<file path="src/rtl/vga_pkg.sv">
// Shared VGA constants and types for the 800x600 @ 40 MHz pipeline.
package vga_pkg;

  // Visible area and total frame size for the 800x600 @ 60 Hz mode.
  localparam int HOR_PIXELS = 800;
  localparam int VER_PIXELS = 600;
  localparam int HOR_TOTAL  = 1056;
  localparam int VER_TOTAL  = 628;

  // Falling sprite geometry and its transparent colour.
  localparam int          RECT_WIDTH     = 48;
  localparam int          RECT_HEIGHT    = 64;
  localparam logic [11:0] RECT_KEY_COLOR = 12'h0F0;

  // Everything that travels alongside a pixel in the timing bus.
  typedef struct packed {
    logic [10:0] hcount;
    logic [10:0] vcount;
    logic        hsync;
    logic        vsync;
    logic        hblnk;
    logic        vblnk;
  } vga_timing_t;

  // Widen a 12-bit coordinate to 13 bits so that adding the sprite size
  // to a position near 4095 cannot wrap back into the visible range.
  function automatic logic [12:0] ext13(input logic [11:0] val);
    return {1'b0, val};
  endfunction

endpackage

</file>
<file path="src/rtl/delay.sv">
// Generic shift-register delay line with synchronous active-high reset.
module delay #(
  parameter int WIDTH   = 8,
  parameter int CLK_DEL = 1
) (
  input  logic             clk_i,
  input  logic             rst_i,
  input  logic [WIDTH-1:0] din_i,
  output logic [WIDTH-1:0] dout_o
);

  logic [WIDTH-1:0] del_q [CLK_DEL];

  // Shift the input through CLK_DEL registers; reset clears every stage.
  always_ff @(posedge clk_i) begin
    if (rst_i) begin
      for (int i = 0; i < CLK_DEL; i++) begin
        del_q[i] <= '0;
      end
    end else begin
      del_q[0] <= din_i;
      for (int i = 1; i < CLK_DEL; i++) begin
        del_q[i] <= del_q[i-1];
      end
    end
  end

  assign dout_o = del_q[CLK_DEL-1];

endmodule

</file>
<file path="src/rtl/draw_rect_pic.sv">
// Composites a keyed sprite from an external synchronous ROM onto the
// background VGA stream. Two-stage pipeline; position latched per frame.
module draw_rect_pic
  import vga_pkg::*;
#(
  parameter int          RECT_W    = RECT_WIDTH,
  parameter int          RECT_H    = RECT_HEIGHT,
  parameter logic [11:0] KEY_COLOR = RECT_KEY_COLOR
) (
  input  logic        clk40MHz,
  input  logic        rst,
  input  logic [11:0] xpos,
  input  logic [11:0] ypos,
  input  logic [10:0] hcount_in,
  input  logic [10:0] vcount_in,
  input  logic        hsync_in,
  input  logic        vsync_in,
  input  logic        hblnk_in,
  input  logic        vblnk_in,
  input  logic [11:0] rgb_in,
  input  logic [11:0] rgb_pixel,
  output logic [11:0] pixel_addr,
  output logic [10:0] hcount_out,
  output logic [10:0] vcount_out,
  output logic        hsync_out,
  output logic        vsync_out,
  output logic        hblnk_out,
  output logic        vblnk_out,
  output logic [11:0] rgb_out
);

  // ---------------------------------------------------------------------
  // Frame-start position latch
  // ---------------------------------------------------------------------
  logic        frame_start;
  logic [11:0] xpos_l_q, xpos_l_d;
  logic [11:0] ypos_l_q, ypos_l_d;

  assign frame_start = (hcount_in == 11'd0) && (vcount_in == 11'd0);

  // Load a new position only at (0,0); the loaded value is also used for
  // that very pixel so the whole frame sees one consistent position.
  always_comb begin
    xpos_l_d = xpos_l_q;
    ypos_l_d = ypos_l_q;
    if (frame_start) begin
      xpos_l_d = xpos;
      ypos_l_d = ypos;
    end
  end

  // Position registers.
  always_ff @(posedge clk40MHz) begin
    if (rst) begin
      xpos_l_q <= 12'd0;
      ypos_l_q <= 12'd0;
    end else begin
      xpos_l_q <= xpos_l_d;
      ypos_l_q <= ypos_l_d;
    end
  end

  // ---------------------------------------------------------------------
  // Stage 1: hit test and ROM address
  // ---------------------------------------------------------------------
  logic [12:0] h13, v13, x13, y13;
  logic [12:0] x_end13, y_end13;
  logic        in_rect;
  logic [5:0]  col6, row6;
  logic [11:0] pixel_addr_q, pixel_addr_d;

  assign h13     = {2'b00, hcount_in};
  assign v13     = {2'b00, vcount_in};
  assign x13     = ext13(xpos_l_d);
  assign y13     = ext13(ypos_l_d);
  assign x_end13 = x13 + 13'(RECT_W);
  assign y_end13 = y13 + 13'(RECT_H);

  // Rectangle hit test at 13-bit width so large positions never wrap.
  always_comb begin
    in_rect = (h13 >= x13) && (h13 < x_end13) &&
              (v13 >= y13) && (v13 < y_end13);
  end

  // The low six bits of a difference depend only on the low six bits of
  // the operands, so the ROM offsets are computed at 6-bit width.
  always_comb begin
    col6         = hcount_in[5:0] - xpos_l_d[5:0];
    row6         = vcount_in[5:0] - ypos_l_d[5:0];
    pixel_addr_d = in_rect ? {row6, col6} : 12'd0;
  end

  // ROM address register; the ROM answers before the stage-2 edge.
  always_ff @(posedge clk40MHz) begin
    if (rst) begin
      pixel_addr_q <= 12'd0;
    end else begin
      pixel_addr_q <= pixel_addr_d;
    end
  end

  assign pixel_addr = pixel_addr_q;

  // ---------------------------------------------------------------------
  // Side-band delay lines
  // ---------------------------------------------------------------------
  vga_timing_t timing_in_s;
  vga_timing_t timing_out_s;
  logic [$bits(vga_timing_t)-1:0] timing_out_v;

  assign timing_in_s = '{hcount: hcount_in, vcount: vcount_in,
                         hsync: hsync_in, vsync: vsync_in,
                         hblnk: hblnk_in, vblnk: vblnk_in};

  // Timing bus travels both stages so it lines up with rgb_out.
  delay #(
    .WIDTH   ($bits(vga_timing_t)),
    .CLK_DEL (2)
  ) u_timing_delay (
    .clk_i  (clk40MHz),
    .rst_i  (rst),
    .din_i  (timing_in_s),
    .dout_o (timing_out_v)
  );

  assign timing_out_s = vga_timing_t'(timing_out_v);

  // Background pixel, hit flag and blanking strobes needed by stage 2.
  // The blanking bits ride here because stage 2 needs them after one
  // stage, while the timing bus only exposes its two-stage output.
  logic [14:0] aux_in, aux_d1;
  logic [11:0] rgb_in_d1;
  logic        in_rect_d1;
  logic        hblnk_d1, vblnk_d1;

  assign aux_in = {rgb_in, in_rect, hblnk_in, vblnk_in};

  delay #(
    .WIDTH   (15),
    .CLK_DEL (1)
  ) u_aux_delay (
    .clk_i  (clk40MHz),
    .rst_i  (rst),
    .din_i  (aux_in),
    .dout_o (aux_d1)
  );

  assign {rgb_in_d1, in_rect_d1, hblnk_d1, vblnk_d1} = aux_d1;

  // ---------------------------------------------------------------------
  // Stage 2: compositing
  // ---------------------------------------------------------------------
  logic [11:0] rgb_out_q, rgb_out_d;

  // Blanking wins, then an opaque sprite pixel, then the background.
  always_comb begin
    rgb_out_d = rgb_in_d1;
    if (hblnk_d1 || vblnk_d1) begin
      rgb_out_d = 12'h000;
    end else if (in_rect_d1 && (rgb_pixel != KEY_COLOR)) begin
      rgb_out_d = rgb_pixel;
    end
  end

  // Output colour register.
  always_ff @(posedge clk40MHz) begin
    if (rst) begin
      rgb_out_q <= 12'h000;
    end else begin
      rgb_out_q <= rgb_out_d;
    end
  end

  assign rgb_out    = rgb_out_q;
  assign hcount_out = timing_out_s.hcount;
  assign vcount_out = timing_out_s.vcount;
  assign hsync_out  = timing_out_s.hsync;
  assign vsync_out  = timing_out_s.vsync;
  assign hblnk_out  = timing_out_s.hblnk;
  assign vblnk_out  = timing_out_s.vblnk;

endmodule

</file>
<file path="config.mk">
export PLATFORM = sky130hd
export DESIGN_NAME = draw_rect_pic
export DESIGN_NICKNAME = d
export VERILOG_FILES = /design/src/rtl/vga_pkg.sv /design/src/rtl/delay.sv /design/src/rtl/draw_rect_pic.sv
export SDC_FILE = /design/constraint.sdc
export NUM_CORES = 1
export LEC_CHECK = 0
export CAP_MARGIN = 30
export CORE_ASPECT_RATIO = 0.6
export CORE_MARGIN = 2
export CORE_UTILIZATION = 30
export DETAILED_ROUTE_END_ITERATION = 8
export PLACE_DENSITY = 0.61
export SETUP_SLACK_MARGIN = 0.5
export SYNTH_ARGS = -nofsm -noshare
export SYNTH_HDL_FRONTEND = slang
export SYNTH_HIERARCHICAL = 1
export SYNTH_SLANG_ARGS = --single-unit
</file>
<file path="constraint.sdc">
create_clock -name clk40MHz -period 9.3 [get_ports clk40MHz]
set_clock_uncertainty 0.1 [all_clocks]
set_input_delay 0.93 -clock clk40MHz [delete_from_list [all_inputs] [get_ports clk40MHz]]
set_output_delay 0.93 -clock clk40MHz [all_outputs]
set_load 0.02 [all_outputs]
</file>
==> summary.md <==
| Metric | Value |
|---|---|
| Latest clock arrival within the worst-skew pair | `0.41 ns` |
| Initial DRC Count | `239` |
| Required time of the worst setup path | `9.49 ns` |
| WS Path Type | `primary input to flip-flop` |
| Commonest non-fill, non-tap cells in the layout | `124 x clkdlybuf4s50_1, 115 x dfxtp_1, 63 x nor2b_1` |
| Fin. Hold Viols | `0` |
| Final setup TNS | `0 ns` |
| Crit share post-route | `58.9%` |
| Sequential share of the synthesized area | `44.2%` |
| Number of CTS-inserted buffers | `17` |
| # clock sinks | `115` |
| Syn_area_per_cell | `10.1 um2` |
| Via Count | `3859` |
| Tightest Pin Transition | `0.723 ns` |
| Largest net degree at the start of global routing | `68` |
| Synth Instances | `516` |
| Status | `completed` |
| Input/output buffers | `125` |
| Chip height | `106 um` |
| Pwr Total | `1.31 mW` |
| Asr flop ratio synth | `0%` |
| Final setup viols | `0` |
| CTS Buffer Depth | `2` |
| H-tree levels | `4` |
| Grt ovf | `0` |
| CP startpoint kind | `primary input` |
| Post-CTS Setup Inserts | `0` |
| Number of antenna diodes | `0` |
| Initial core utilization | `30.5%` |
| Clk slew on worst S/H paths | `0.06 ns` |
| Number of global-route vias before repair | `3865` |
| Yosys warns | `6` |
| HP Class | `flip-flop to flip-flop` |
| Routability cong. | `0.866` |
| Fmax achieved | `182 MHz` |
| DRT Pass-1 Iters | `4` |
| P_leak | `2.70 nW` |
| Drt wl/cell | `15.3 um` |
| Leading register cell type out of synthesis | `dfxtp_1` |
| RSZ-0062 raised after global routing | `false` |
| Most common cell after layout, fill and taps aside | `clkdlybuf4s50_1` |
| Placed cells | `832` |
| Total GRT Usage | `14.9%` |
| Final HPWL DP | `10.2 mm` |
| Synthesis-stage register bit count | `115` |
| Top-Level Pins | `126` |
| Post-Route WL | `13.2 mm` |
| Synth cell types | `63` |
| Post-Syn Area | `0.00521 mm2` |
| CTS-repair resized insts | `0` |
| Area delta synth->final | `35.5%` |
| Min Hold Slack | `0.333 ns` |
| Initial antenna violation count | `0` |
| Share of layout cells above drive strength 1 | `10.0%` |
| Syn_nets | `628` |
| Root Buffer Master | `clkbuf_16` |
| Max-Cap Viols | `0` |
| Residual DRC | `0` |
| Data arrival, critical path | `5.67 ns` |
| Post-synth EDFFs | `0` |
| Post-synth top area share | `44.2%` |
| Core Box Area | `0.0171 mm2` |
| Die Span X | `174 um` |
| Slew headroom | `51.8%` |
| DR vias/cell | `4.47` |
| Yosys top cell by area | `dfxtp_1` |
| Peak supply drop | `0.126 mV` |
| Non-Filler Instances | `864` |
| Fin crit period | `5.48 ns` |
| Pwr/cell area | `186 mW/mm2` |
| NumNets Final | `730` |
| First-pass GRT wire length | `21.0 mm` |
| Crit Path Max Fanout | `25` |
| Slew Limit Fails | `0` |
| Top cells by area, synth | `dfxtp_1 44%, ha_1 8.2%, nor2b_1 7.6%` |
| Die area | `0.0185 mm2` |
| Post-DRT Antenna Nets | `0` |
| Site Rows | `37` |
| CTS Hold Bufs | `0` |
| CTS tree | `built` |
| CP endpoint kind | `flip-flop` |
per-stage QoR:
step                      util, %  cell area [um2]  setup WS [ns]
after floorplan                 -             5210           5.02
after global placement       37.7             6440           3.27
after detailed placement     37.7             6440           3.16
after CTS                    41.2             7050           3.60
after global routing         41.3             7050           3.43
final                        41.3             7050           3.82
kinds of logic (layout without fill, tap and decap cells):
group | count (synthesis) | count (layout) | synth area share, %
AOI/OAI and AO/OA | 64 | 64 | 8.51
xor gates and xnor gates | 16 | 16 | 2.69
adders and majority gates | 36 | 36 | 8.94
buffers and inverters | 59 | 173 | 7.16
DFF | 115 | 115 | 44.2
muxes | 27 | 27 | 5.31
and+or+nand+nor | 199 | 199 | 23.2
state kept, by name (all words and copies together) (netlist names):
signal                flops
pixel_addr               12
rgb_out                  12
u_aux_delay/del_q        15
u_timing_delay/del_q     52
xpos_l_q                 12
ypos_l_q                 12
synth_stat cells, drive strengths merged, types with 2 or more instances:
master / count
a2111oi: 2
a211oi: 5
a21o: 3
a21oi: 16
a22oi: 2
a31oi: 4
and2b: 5
and3: 4
and4: 3
buf: 40
clkbuf: 5
dfxtp: 115
fa: 2
ha: 34
inv: 14
mux2: 2
mux2i: 25
nand2: 28
nand3: 7
nand4: 3
nor2: 42
nor2b: 70
nor3: 10
nor3b: 4
nor4: 15
nor4b: 2
o211ai: 2
o21a: 5
o21ai: 14
o21bai: 2
o31ai: 2
xnor2: 9
xor2: 7
worst paths after layout:
check / cells after the start / slack (ns) / start / end
worst max-delay path: 16 / 3.82 / vcount_in[7] / pixel_addr[0]
worst max register to register: 12 / 6.19 / xpos_l_q[4] / u_aux_delay/del_q[0][2]
worst min register to register: 1 / 0.33 / u_timing_delay/del_q[0][15] / u_timing_delay/del_q[0][41]
worst min-delay path: 1 / 0.33 / u_timing_delay/del_q[0][15] / u_timing_delay/del_q[0][41]
layer usage:
metal / wire length, um / part of all wire [%] / up-vias / GRT usage, %
met5: 0 / 0 / - / 0
li1: - / - / 1953 / -
met1: 7080 / 54 / 1777 / 21.7
met3: 740 / 5.6 / 22 / 4.15
met2: 5160 / 39 / 107 / 20.2
met4: 247 / 1.9 / 0 / 6.06
critical path, cell delays in order:
cell             delay (ns)
clkdlybuf4s50_1        0.58
nor4_4                 0.42
nand4_4                0.21
nor2_4                 0.53
buf_4                  0.42
mux2i_1                0.38
inv_1                  0.11
ha_1                   0.23
nor3b_2                0.17
xor2_1                 0.17
ha_1                   0.21
or4_1                  0.49
a211oi_1               0.25
o31ai_2                0.12
buf_4                  0.20
nor4_1                 0.25
report_power, final:
| group | internal, mW | switching, mW | total [mW] |
|---|---|---|---|
| registers | 0.509 | 0.00387 | 0.513 |
| logic | 0.0666 | 0.0620 | 0.129 |
| clock network | 0.423 | 0.248 | 0.671 |
| total | 0.999 | 0.313 | 1.31 |
layout make-up:
class,instances,area (um2)
flip-flops and latches,115,2300
multi-input cells,342,2530
repair buffers,128,1270
clock buffers,17,425
clock inverters,14,178
well taps,234,293
fillers,1645,10000
inverters,14,52.6
No activity file was read; power rests on OpenSTA's default activity.
